$ cat config.mk
export PLATFORM = sky130hd
export DESIGN_NAME = axi_mem_slave
export DESIGN_NICKNAME = d
export VERILOG_FILES = /design/src/rtl/axi_mem_slave_pkg.sv /design/src/rtl/axi_mem_slave_array.sv /design/src/rtl/axi_mem_slave.sv
export SDC_FILE = /design/constraint.sdc
export NUM_CORES = 2
export LEC_CHECK = 0
export ABC_CLOCK_PERIOD_IN_PS = 3800
export BUFFER_PORTS_ARGS = -buffer_cell sky130_fd_sc_hd__buf_2
export CELL_PAD_IN_SITES_DETAIL_PLACEMENT = 1
export CELL_PAD_IN_SITES_GLOBAL_PLACEMENT = 2
export CORE_UTILIZATION = 49
export CTS_CLUSTER_SIZE = 24
export DETAILED_ROUTE_END_ITERATION = 10
export PLACE_DENSITY_LB_ADDON = 0.05
export SLEW_MARGIN = 20
export SYNTH_ARGS = -nofsm -noshare
export SYNTH_HDL_FRONTEND = slang
export SYNTH_SLANG_ARGS = --single-unit
$ cat constraint.sdc
create_clock -name clk -period 3.8 [get_ports clk]
set_clock_uncertainty 0.05 [all_clocks]
set_input_delay 0.57 -clock clk [delete_from_list [all_inputs] [get_ports clk]]
set_output_delay 0.57 -clock clk [all_outputs]
set_load 0.1 [all_outputs]
$ cat src/rtl/axi_mem_slave_pkg.sv
// ============================================================================
// Module   : axi_mem_slave_pkg
// Brief    : Shared AXI types, burst/response encodings for axi_mem_slave.
// Revision : 1.0 - initial release
// ============================================================================
`default_nettype none

package axi_mem_slave_pkg;

    localparam int unsigned c_ID_W_WIDTH = 4;
    localparam int unsigned c_ID_R_WIDTH = 4;
    localparam int unsigned c_ADDR_WIDTH = 16;
    localparam int unsigned c_DATA_WIDTH = 8;

    localparam logic [1:0] c_BURST_FIXED = 2'b00;
    localparam logic [1:0] c_BURST_INCR  = 2'b01;
    localparam logic [1:0] c_BURST_WRAP  = 2'b10;

    localparam logic [1:0] c_RESP_OKAY   = 2'b00;
    localparam logic [1:0] c_RESP_SLVERR = 2'b10;

    typedef struct packed {
        logic [c_ID_W_WIDTH-1:0] awid;
        logic [c_ADDR_WIDTH-1:0] awaddr;
        logic [7:0]              awlen;
        logic [1:0]              awburst;
        logic                    awvalid;
        logic [c_DATA_WIDTH-1:0] wdata;
        logic                    wlast;
        logic                    wvalid;
        logic                    bready;
        logic [c_ID_R_WIDTH-1:0] arid;
        logic [c_ADDR_WIDTH-1:0] araddr;
        logic [7:0]              arlen;
        logic [1:0]              arburst;
        logic                    arvalid;
        logic                    rready;
    } axi_mosi_t;

    typedef struct packed {
        logic                    awready;
        logic                    wready;
        logic [c_ID_W_WIDTH-1:0] bid;
        logic [1:0]              bresp;
        logic                    bvalid;
        logic                    arready;
        logic [c_ID_R_WIDTH-1:0] rid;
        logic [c_DATA_WIDTH-1:0] rdata;
        logic [1:0]              rresp;
        logic                    rlast;
        logic                    rvalid;
    } axi_miso_t;

    // Only FIXED and INCR are honoured; anything else is served as INCR with SLVERR.
    function automatic logic burst_supported(input logic [1:0] burst);
        return (burst == c_BURST_FIXED) || (burst == c_BURST_INCR);
    endfunction

endpackage

`default_nettype wire

$ cat src/rtl/axi_mem_slave_array.sv
// ============================================================================
// Module   : axi_mem_slave_array
// Brief    : DEPTH x DATA_WIDTH storage, one write port, combinational read.
// Revision : 1.0 - initial release
// ============================================================================
`default_nettype none

module axi_mem_slave_array #(
    parameter int unsigned DEPTH      = 256,
    parameter int unsigned DATA_WIDTH = 8,
    parameter int unsigned ADDR_W     = 8
) (
    input  logic                  clk,
    input  logic                  i_we,
    input  logic [ADDR_W-1:0]     i_waddr,
    input  logic [DATA_WIDTH-1:0] i_wdata,
    input  logic [ADDR_W-1:0]     i_raddr,
    output logic [DATA_WIDTH-1:0] o_rdata
);

    logic [DATA_WIDTH-1:0] r_mem [0:DEPTH-1];

    // Contents are deliberately left unreset.
    always_ff @(posedge clk) begin
        if (i_we) begin
            r_mem[i_waddr] <= i_wdata;
        end
    end

    assign o_rdata = r_mem[i_raddr];

endmodule

`default_nettype wire

$ cat src/rtl/axi_mem_slave.sv
// ============================================================================
// Module   : axi_mem_slave
// Brief    : Single-outstanding AXI memory slave with round-robin AW/AR grant.
// Revision : 1.0 - initial release
// ============================================================================
`default_nettype none

module axi_mem_slave
    import axi_mem_slave_pkg::*;
#(
    parameter int unsigned ID_W_WIDTH     = c_ID_W_WIDTH,
    parameter int unsigned ID_R_WIDTH     = c_ID_R_WIDTH,
    parameter int unsigned ADDR_WIDTH     = c_ADDR_WIDTH,
    parameter int unsigned AXI_DATA_WIDTH = c_DATA_WIDTH,
    parameter int unsigned MEM_DEPTH      = 256
) (
    input  logic      clk,
    input  logic      rst_n,
    input  axi_mosi_t in_mosi_i,
    output axi_miso_t in_miso_o
);

    localparam int unsigned c_BYTES      = AXI_DATA_WIDTH / 8;
    localparam int unsigned c_BYTE_SHIFT = $clog2(c_BYTES);
    localparam int unsigned c_MEM_AW     = (MEM_DEPTH > 1) ? $clog2(MEM_DEPTH) : 1;

    localparam logic [1:0] c_IDLE  = 2'd0;
    localparam logic [1:0] c_WRITE = 2'd1;
    localparam logic [1:0] c_WRESP = 2'd2;
    localparam logic [1:0] c_READ  = 2'd3;

    logic [1:0]            r_state,   w_state_nxt;
    logic                  r_prio_rd, w_prio_rd_nxt;
    logic [ID_W_WIDTH-1:0] r_awid,    w_awid_nxt;
    logic [ID_R_WIDTH-1:0] r_arid,    w_arid_nxt;
    logic [ADDR_WIDTH-1:0] r_addr,    w_addr_nxt;
    logic [7:0]            r_len,     w_len_nxt;
    logic [1:0]            r_burst,   w_burst_nxt;
    logic [7:0]            r_cnt,     w_cnt_nxt;
    logic                  r_err,     w_err_nxt;

    logic [ADDR_WIDTH-1:0]     w_idx;
    logic                      w_in_range;
    logic [c_MEM_AW-1:0]       w_mem_addr;
    logic [ADDR_WIDTH-1:0]     w_addr_step;
    logic                      w_last;
    logic                      w_we;
    logic [AXI_DATA_WIDTH-1:0] w_rdata;
    logic                      w_awready;
    logic                      w_arready;

    assign w_idx       = r_addr >> c_BYTE_SHIFT;
    assign w_in_range  = (32'(w_idx) < MEM_DEPTH);
    assign w_mem_addr  = w_idx[c_MEM_AW-1:0];
    assign w_addr_step = (r_burst == c_BURST_FIXED) ? r_addr : r_addr + ADDR_WIDTH'(c_BYTES);
    assign w_last      = (r_cnt == r_len);

    // Readies stay low in reset; on contention only the pointed-to channel is ready.
    assign w_awready = rst_n && (r_state == c_IDLE) && !(in_mosi_i.arvalid && r_prio_rd);
    assign w_arready = rst_n && (r_state == c_IDLE) && !(in_mosi_i.awvalid && !r_prio_rd);

    axi_mem_slave_array #(
        .DEPTH      (MEM_DEPTH),
        .DATA_WIDTH (AXI_DATA_WIDTH),
        .ADDR_W     (c_MEM_AW)
    ) u_array (
        .clk     (clk),
        .i_we    (w_we),
        .i_waddr (w_mem_addr),
        .i_wdata (in_mosi_i.wdata[AXI_DATA_WIDTH-1:0]),
        .i_raddr (w_mem_addr),
        .o_rdata (w_rdata)
    );

    always_ff @(posedge clk or negedge rst_n) begin
        if (!rst_n) begin
            r_state   <= c_IDLE;
            r_prio_rd <= 1'b0;
            r_awid    <= '0;
            r_arid    <= '0;
            r_addr    <= '0;
            r_len     <= '0;
            r_burst   <= '0;
            r_cnt     <= '0;
            r_err     <= 1'b0;
        end else begin
            r_state   <= w_state_nxt;
            r_prio_rd <= w_prio_rd_nxt;
            r_awid    <= w_awid_nxt;
            r_arid    <= w_arid_nxt;
            r_addr    <= w_addr_nxt;
            r_len     <= w_len_nxt;
            r_burst   <= w_burst_nxt;
            r_cnt     <= w_cnt_nxt;
            r_err     <= w_err_nxt;
        end
    end

    always_comb begin
        w_state_nxt   = r_state;
        w_prio_rd_nxt = r_prio_rd;
        w_awid_nxt    = r_awid;
        w_arid_nxt    = r_arid;
        w_addr_nxt    = r_addr;
        w_len_nxt     = r_len;
        w_burst_nxt   = r_burst;
        w_cnt_nxt     = r_cnt;
        w_err_nxt     = r_err;
        w_we          = 1'b0;
        in_miso_o     = '0;
        in_miso_o.awready = w_awready;
        in_miso_o.arready = w_arready;

        case (r_state)
            c_IDLE: begin
                if (in_mosi_i.awvalid && w_awready) begin
                    w_awid_nxt    = in_mosi_i.awid[ID_W_WIDTH-1:0];
                    w_addr_nxt    = in_mosi_i.awaddr[ADDR_WIDTH-1:0];
                    w_len_nxt     = in_mosi_i.awlen;
                    w_burst_nxt   = in_mosi_i.awburst;
                    w_cnt_nxt     = '0;
                    w_err_nxt     = !burst_supported(in_mosi_i.awburst);
                    w_prio_rd_nxt = 1'b1;
                    w_state_nxt   = c_WRITE;
                end else if (in_mosi_i.arvalid && w_arready) begin
                    w_arid_nxt    = in_mosi_i.arid[ID_R_WIDTH-1:0];
                    w_addr_nxt    = in_mosi_i.araddr[ADDR_WIDTH-1:0];
                    w_len_nxt     = in_mosi_i.arlen;
                    w_burst_nxt   = in_mosi_i.arburst;
                    w_cnt_nxt     = '0;
                    w_err_nxt     = !burst_supported(in_mosi_i.arburst);
                    w_prio_rd_nxt = 1'b0;
                    w_state_nxt   = c_READ;
                end
            end

            c_WRITE: begin
                in_miso_o.wready = 1'b1;
                if (in_mosi_i.wvalid) begin
                    // Beat count alone ends the burst; a misplaced WLAST only flags an error.
                    w_we       = w_in_range;
                    w_err_nxt  = r_err || !w_in_range || (in_mosi_i.wlast != w_last);
                    w_addr_nxt = w_addr_step;
                    w_cnt_nxt  = r_cnt + 8'd1;
                    if (w_last) begin
                        w_state_nxt = c_WRESP;
                    end
                end
            end

            c_WRESP: begin
                in_miso_o.bvalid = 1'b1;
                in_miso_o.bid    = c_ID_W_WIDTH'(r_awid);
                in_miso_o.bresp  = r_err ? c_RESP_SLVERR : c_RESP_OKAY;
                if (in_mosi_i.bready) begin
                    w_state_nxt = c_IDLE;
                end
            end

            c_READ: begin
                in_miso_o.rvalid = 1'b1;
                in_miso_o.rid    = c_ID_R_WIDTH'(r_arid);
                in_miso_o.rdata  = w_in_range ? c_DATA_WIDTH'(w_rdata) : '0;
                in_miso_o.rresp  = (!w_in_range || r_err) ? c_RESP_SLVERR : c_RESP_OKAY;
                in_miso_o.rlast  = w_last;
                if (in_mosi_i.rready) begin
                    w_addr_nxt = w_addr_step;
                    w_cnt_nxt  = r_cnt + 8'd1;
                    if (w_last) begin
                        w_state_nxt = c_IDLE;
                    end
                end
            end

            default: w_state_nxt = c_IDLE;
        endcase
    end

endmodule

`default_nettype wire

After elaboration in Yosys (flattened, before gate mapping)
Memories as Yosys holds them, arrays and structs flattened. Cells that the tools add are included.

Add/sub/neg operators: 2. $lt $le $gt $ge: 1. Eq/ne operators: 13. Multiplexer cells: 39. Bitwise gates (word level): 1. Reduce and logical (&&, ||, !) cells: 30.

Operators by type and width (count): two-way mux 16 bit (6); two-way mux 8 bit (7); one-hot mux 16 bit (3 select lines) (1); one-hot mux 8 bit (3 select lines) (1); two-way mux 2 bit (11); adder 16 x 1 -> 16 bit (second input constant) (1); less-than comparator 16 x 9 -> 1 bit (second input constant) (1); two-way mux 1 bit (10); inequality test 2 bit (second input constant) (5); adder 8 x 1 -> 8 bit (second input constant) (1); equality test 8 bit (1); zero test 2 bit (4); one-hot mux 2 bit (4 select lines) (1); logical AND 1 bit (7); two-way mux 7 bit (1); equality test 2 x 1 -> 1 bit (second input constant) (3); zero test 1 bit (6); AND reduction 3 bit (2); AND reduction 6 bit (1); equality test 2 bit (second input constant) (2); logical OR 1 bit (4); AND reduction 2 bit (2); AND reduction 4 bit (1); nonzero test 2 bit (2); other kinds (5) (5).

Flip-flop bits (word level): 46. Bits in writable memories: 2048. Input port bits: 76. Output and inout port bits: 26. Word-level logic and storage cells: 96. Memories: 1.

Memories: u_array.r_mem (words 256, width 8, rd ports 1, clocked after memory_dff 0, write ports 1, line axi_mem_slave_array.sv:21) `logic [DATA_WIDTH-1:0] r_mem [0:DEPTH-1];`.

Depth between registers and ports, before layout
Depth after elaboration: 8. Mapped depth: 12. Mapped depth without buffers: 7.

Modules after synthesis
From an unflattened synthesis, not the netlist that was laid out.

Cells, all modules: 4062. Area total of the unflattened synthesis: 82342.7 um2.

By module, submodules not included: axi_mem_slave_array (times used 1, cells an instance 3725, area each 79396.1 um2, seq. area each 61499.0 um2); axi_mem_slave (times used 1, cells an instance 337, area each 2946.6 um2, seq. area each 1151.1 um2).

Least setup slack after synthesis
No wires, ideal clock.

Path kind: register -> output. Start point: register r_addr[1]. End point: output port in_miso_o[11] (netlist name). Arrival: 3.474 ns. Data required time: 3.180 ns. Path slack: -0.294 ns. Stages on the path, launching flop included: 11. Path buffers: 5. Path through: dfrtp_1 buf_2 buf_4 buf_2 clkbuf_1 buf_2 mux4_2 nand3_1 o2111ai_1 a211oi_1 o2111ai_1.

RTL lines: start, declared (line axi_mem_slave.sv:36) `logic [ADDR_WIDTH-1:0] r_addr, w_addr_nxt;`; start signal, assigned (line axi_mem_slave.sv:91) `r_addr <= w_addr_nxt;`; end, declared (line axi_mem_slave.sv:20) `output axi_miso_t in_miso_o`.

==> metrics.md <==
| Metric | Value |
|---|---|
| Setup crit end kind | `primary output` |
| Failing checks | `setup timing` |
| Worst R2R Start | `r_addr[9]` |
| Fmax | `between 200 and 250 MHz` |
| Final HPWL DP | `around 150000 um` |
| Hold depth | `1` |
| Fin Setup TNS | `-8.173 ns` |
| Leakage | `approximately 33 nW` |
| Final core occ | `0.5916` |
| CP dominant cell by count | `buf_12` |
| Mapped Avg Cell Area | `a little under 20 um2` |
| DIE WIDTH | `approximately 400 um` |
| Reg2reg end | `u_array.r_mem[135][1]` |
| Commonest non-fill, non-tap cell in the layout | `edfxtp_1` |
| Clock sinks | `around 2100` |
| Worst slew margin | `0.3261` |
| # DRC | `0` |
| Share of the synthesized area in the top cell type | `0.7462` |
| Setup crit start kind | `flop` |
| Min-delay worst type | `in -> reg` |
| Antenna-violating nets left | `0` |
| CTS max path bufs | `3` |
| CORE AREA | `0.1670 mm2` |
| P per Cell Area | `between 600 and 700 mW/mm2` |
| Rows | `150` |
| GR Overflow Total | `0` |
| Die area | `about 0.17 mm2` |
| Largest net degree at the start of global routing | `~110` |
| CTS H-tree lvls | `4` |
| Area delta synth->final | `19.89%` |
| I/O pin cnt | `~100` |
| DR iter-0 viols | `between 4000 and 5000` |
| Sequential-to-total area share from yosys stat | `0.7601` |
| R2R setup slack | `0.24 ns` |
| Mean number of vias per cell | `6.100` |
| WP data required | `roughly 3.2 ns` |
| Reg clk slew, reported paths | `around 0.06 ns` |
| Placed Area | `0.08994 mm2` |
| CP Class | `reg -> out` |
| Worst-skew pair later-pin latency | `between 0.8 and 0.9 ns` |
| Cell family with most CP delay | `buffers and inverters` |
| Total CTS buffers | `roughly 210` |
| CP Cell Sequence | `buf_12 > buf_8 > buf_12 > buf_12 > buf_16 > mux4_2 > a22o_1 > a221oi_4 > nand3_1 > nor2_2 > nor3_1 > buf_4 > or3_4 > buf_12` |
| Outcome | `complete, but fails checks` |
| Buffers on Ports | `approximately 100` |
| Synth area leader | `edfxtp_1` |
| Placed Instances | `a little under 7000` |
| Die H | `approximately 410 um` |
| Period utilization | `1.292` |
| Final number of max-transition violations | `0` |
| CP max-delay cell | `mux4_2` |
| RSZ-0062 raised after global routing | `yes` |
| Main synth FF type | `edfxtp_1` |
| Post-route design area | `0.09881 mm2` |
| Layout cell share with drive strength beyond 1 | `0.3212` |
| Slowest cell delay on critical path | `around 0.50 ns` |
| Number of distinct library cells after synthesis | `just over 60` |
| Commonest cells after routing, fill and taps aside | `edfxtp_1, buf_4, mux4_2` |
| Worst Path Max Fanout | `7` |
| Initial Util | `0.4934` |
| Final worst slack | `-1.109 ns` |
| Number of antenna violations at the first check in global routing | `9` |
| Final worst path period need | `slightly below 5 ns` |
| Worst slew pin tran | `approximately 1.0 ns` |
| GPL Wtd Cong | `just over 0.8` |
| Final WL | `237600 um` |
| Min-Delay Startpoint | `in_mosi_i[37]` |
| Via count | `around 45000` |
| Number of global-route vias before repair | `45646` |
| Synthesis Warnings | `0` |
| Layout Nets | `~5000` |
| Mapped Cells | `4209` |
| Number of iterations in the first detailed-routing pass | `8` |
| Non-filler instance count after layout | `between 7000 and 8000` |
| EDFF count, synth | `2048` |
| Yosys reg bits | `around 2100` |
| Routed len/inst | `approximately 32 um` |
| Final Hold Viols | `0` |
| CTS tree | `done` |
| CP Buf/Inv Count | `7` |
| Post-synth ARST share | `0.02197` |
| Worst hold slack | `between 0.1 and 0.15 ns` |
| Arrival time worst endpoint | `around 4.3 ns` |
| Max VDD drop | `~570 uV` |
| GRT Util Overall | `0.2811` |
| Reg2reg path depth | `10` |
| Synth Cell Area | `between 0.08 and 0.09 mm2` |
| Final setup viols | `8` |
| Max-cap violations | `0` |
| Top cells by area, synth | `edfxtp_1, mux4_2, mux2i_1, nor2_1, dfrtp_1` |
| Min-Delay Endpoint | `u_array.r_mem[215][2]` |
| Wire length of the first global-routing pass | `337500 um` |
| Clock root buffer | `clkbuf_16` |
per-stage QoR:
stage | worst slack (ns) | power [W]
finish | -1.109 | 0.06827
CTS | -1.111 | 0.06815
global placement | -0.9986 | 0.04598
floorplan | 0.2211 | 0.03733
global route | -1.178 | 0.07036
detailed placement | -1.044 | 0.04612
synthesized netlist by cell type (38+ instances only):
master	count
edfxtp_1	2048
mux4_2	406
nor2_1	318
mux2i_1	236
clkbuf_1	148
a22oi_1	146
nand2_1	139
nand3_1	88
a21oi_1	76
nand4_1	57
o21ai_0	56
and3_1	51
dfrtp_1	46
buf_2	38
worst max-delay path by stage:
| stage | from | endpoint | cells after the start |
|---|---|---|---|
| 3_5_place_dp | r_addr[0] | in_miso_o[5] | 10 |
| 3_3_place_gp | r_addr[0] | in_miso_o[5] | 10 |
| 5_1_grt | r_addr[0] | in_miso_o[5] | 11 |
| 4_1_cts | r_addr[0] | in_miso_o[5] | 11 |
| 2_1_floorplan | r_addr[0] | in_miso_o[11] | 9 |
| 6_report | r_addr[0] | in_miso_o[10] | 14 |
area by class of cell:
class | instances | area, um2
fill | 14373 | 68230
sequential | 2094 | 62670
multi-input combinational | 1843 | 19160
timing repair buffer | 788 | 7497
clock buffer | 277 | 5729
tap | 2204 | 2758
clock inverter | 117 | 960.9
inverter | 9 | 36.28
antenna | 3 | 7.507
power by group:
part / internal, W / leakage [nW] / total (W) / switching, W
Clock: 0.0115 / 3.26 / 0.0203 / 0.00875
Combinational: 0.00996 / 10.6 / 0.0221 / 0.0122
Sequential: 0.0256 / 18.9 / 0.0259 / 0.000285
Total: 0.0471 / 32.8 / 0.0683 / 0.0212
flip-flops by register name, summed over array words and instances (netlist names):
register	count
r_err	1
r_state	2
r_addr	16
r_cnt	8
u_array.r_mem	2048
r_awid	4
r_burst	2
r_arid	4
r_len	8
r_prio_rd	1
what timing repair did:
| item | 4_1_cts | 5_1_grt |
|---|---|---|
| gates resized for setup | 165 | 60 |
| hold endpoints to repair | 66 | 0 |
| cloned | 14 | 2 |
| pin swaps | 48 | 22 |
| setup buffers | 26 | 18 |
| endpoints found under the setup margin | 12 | 62 |
| hold buffers | 31 | 0 |
logic make-up after synthesis:
| logic type | count (synthesis) | synth area share |
|---|---|---|
| flip-flops | 2094 | 0.7601 |
| AND/OR/NAND/NOR | 742 | 0.04201 |
| multiplexers | 672 | 0.1437 |
| AO/OA/AOI/OAI | 407 | 0.03417 |
| buffers and inverters | 273 | 0.01758 |
| XOR/XNOR | 15 | 0.001594 |
| adder cells (fa/ha/maj) | 5 | 0.0007590 |
| other | 1 | 0.00004550 |
metal layers:
layer | track usage | up-vias | part of all wire
li1 | - | 18773 | -
met1 | 0.4118 | 24102 | 0.43
met2 | 0.4478 | 1570 | 0.48
met3 | 0.04024 | 297 | 0.061
met4 | 0.06890 | 2 | 0.022
met5 | 0 | - | 0.000055
Power figures use the tool's default switching activity.
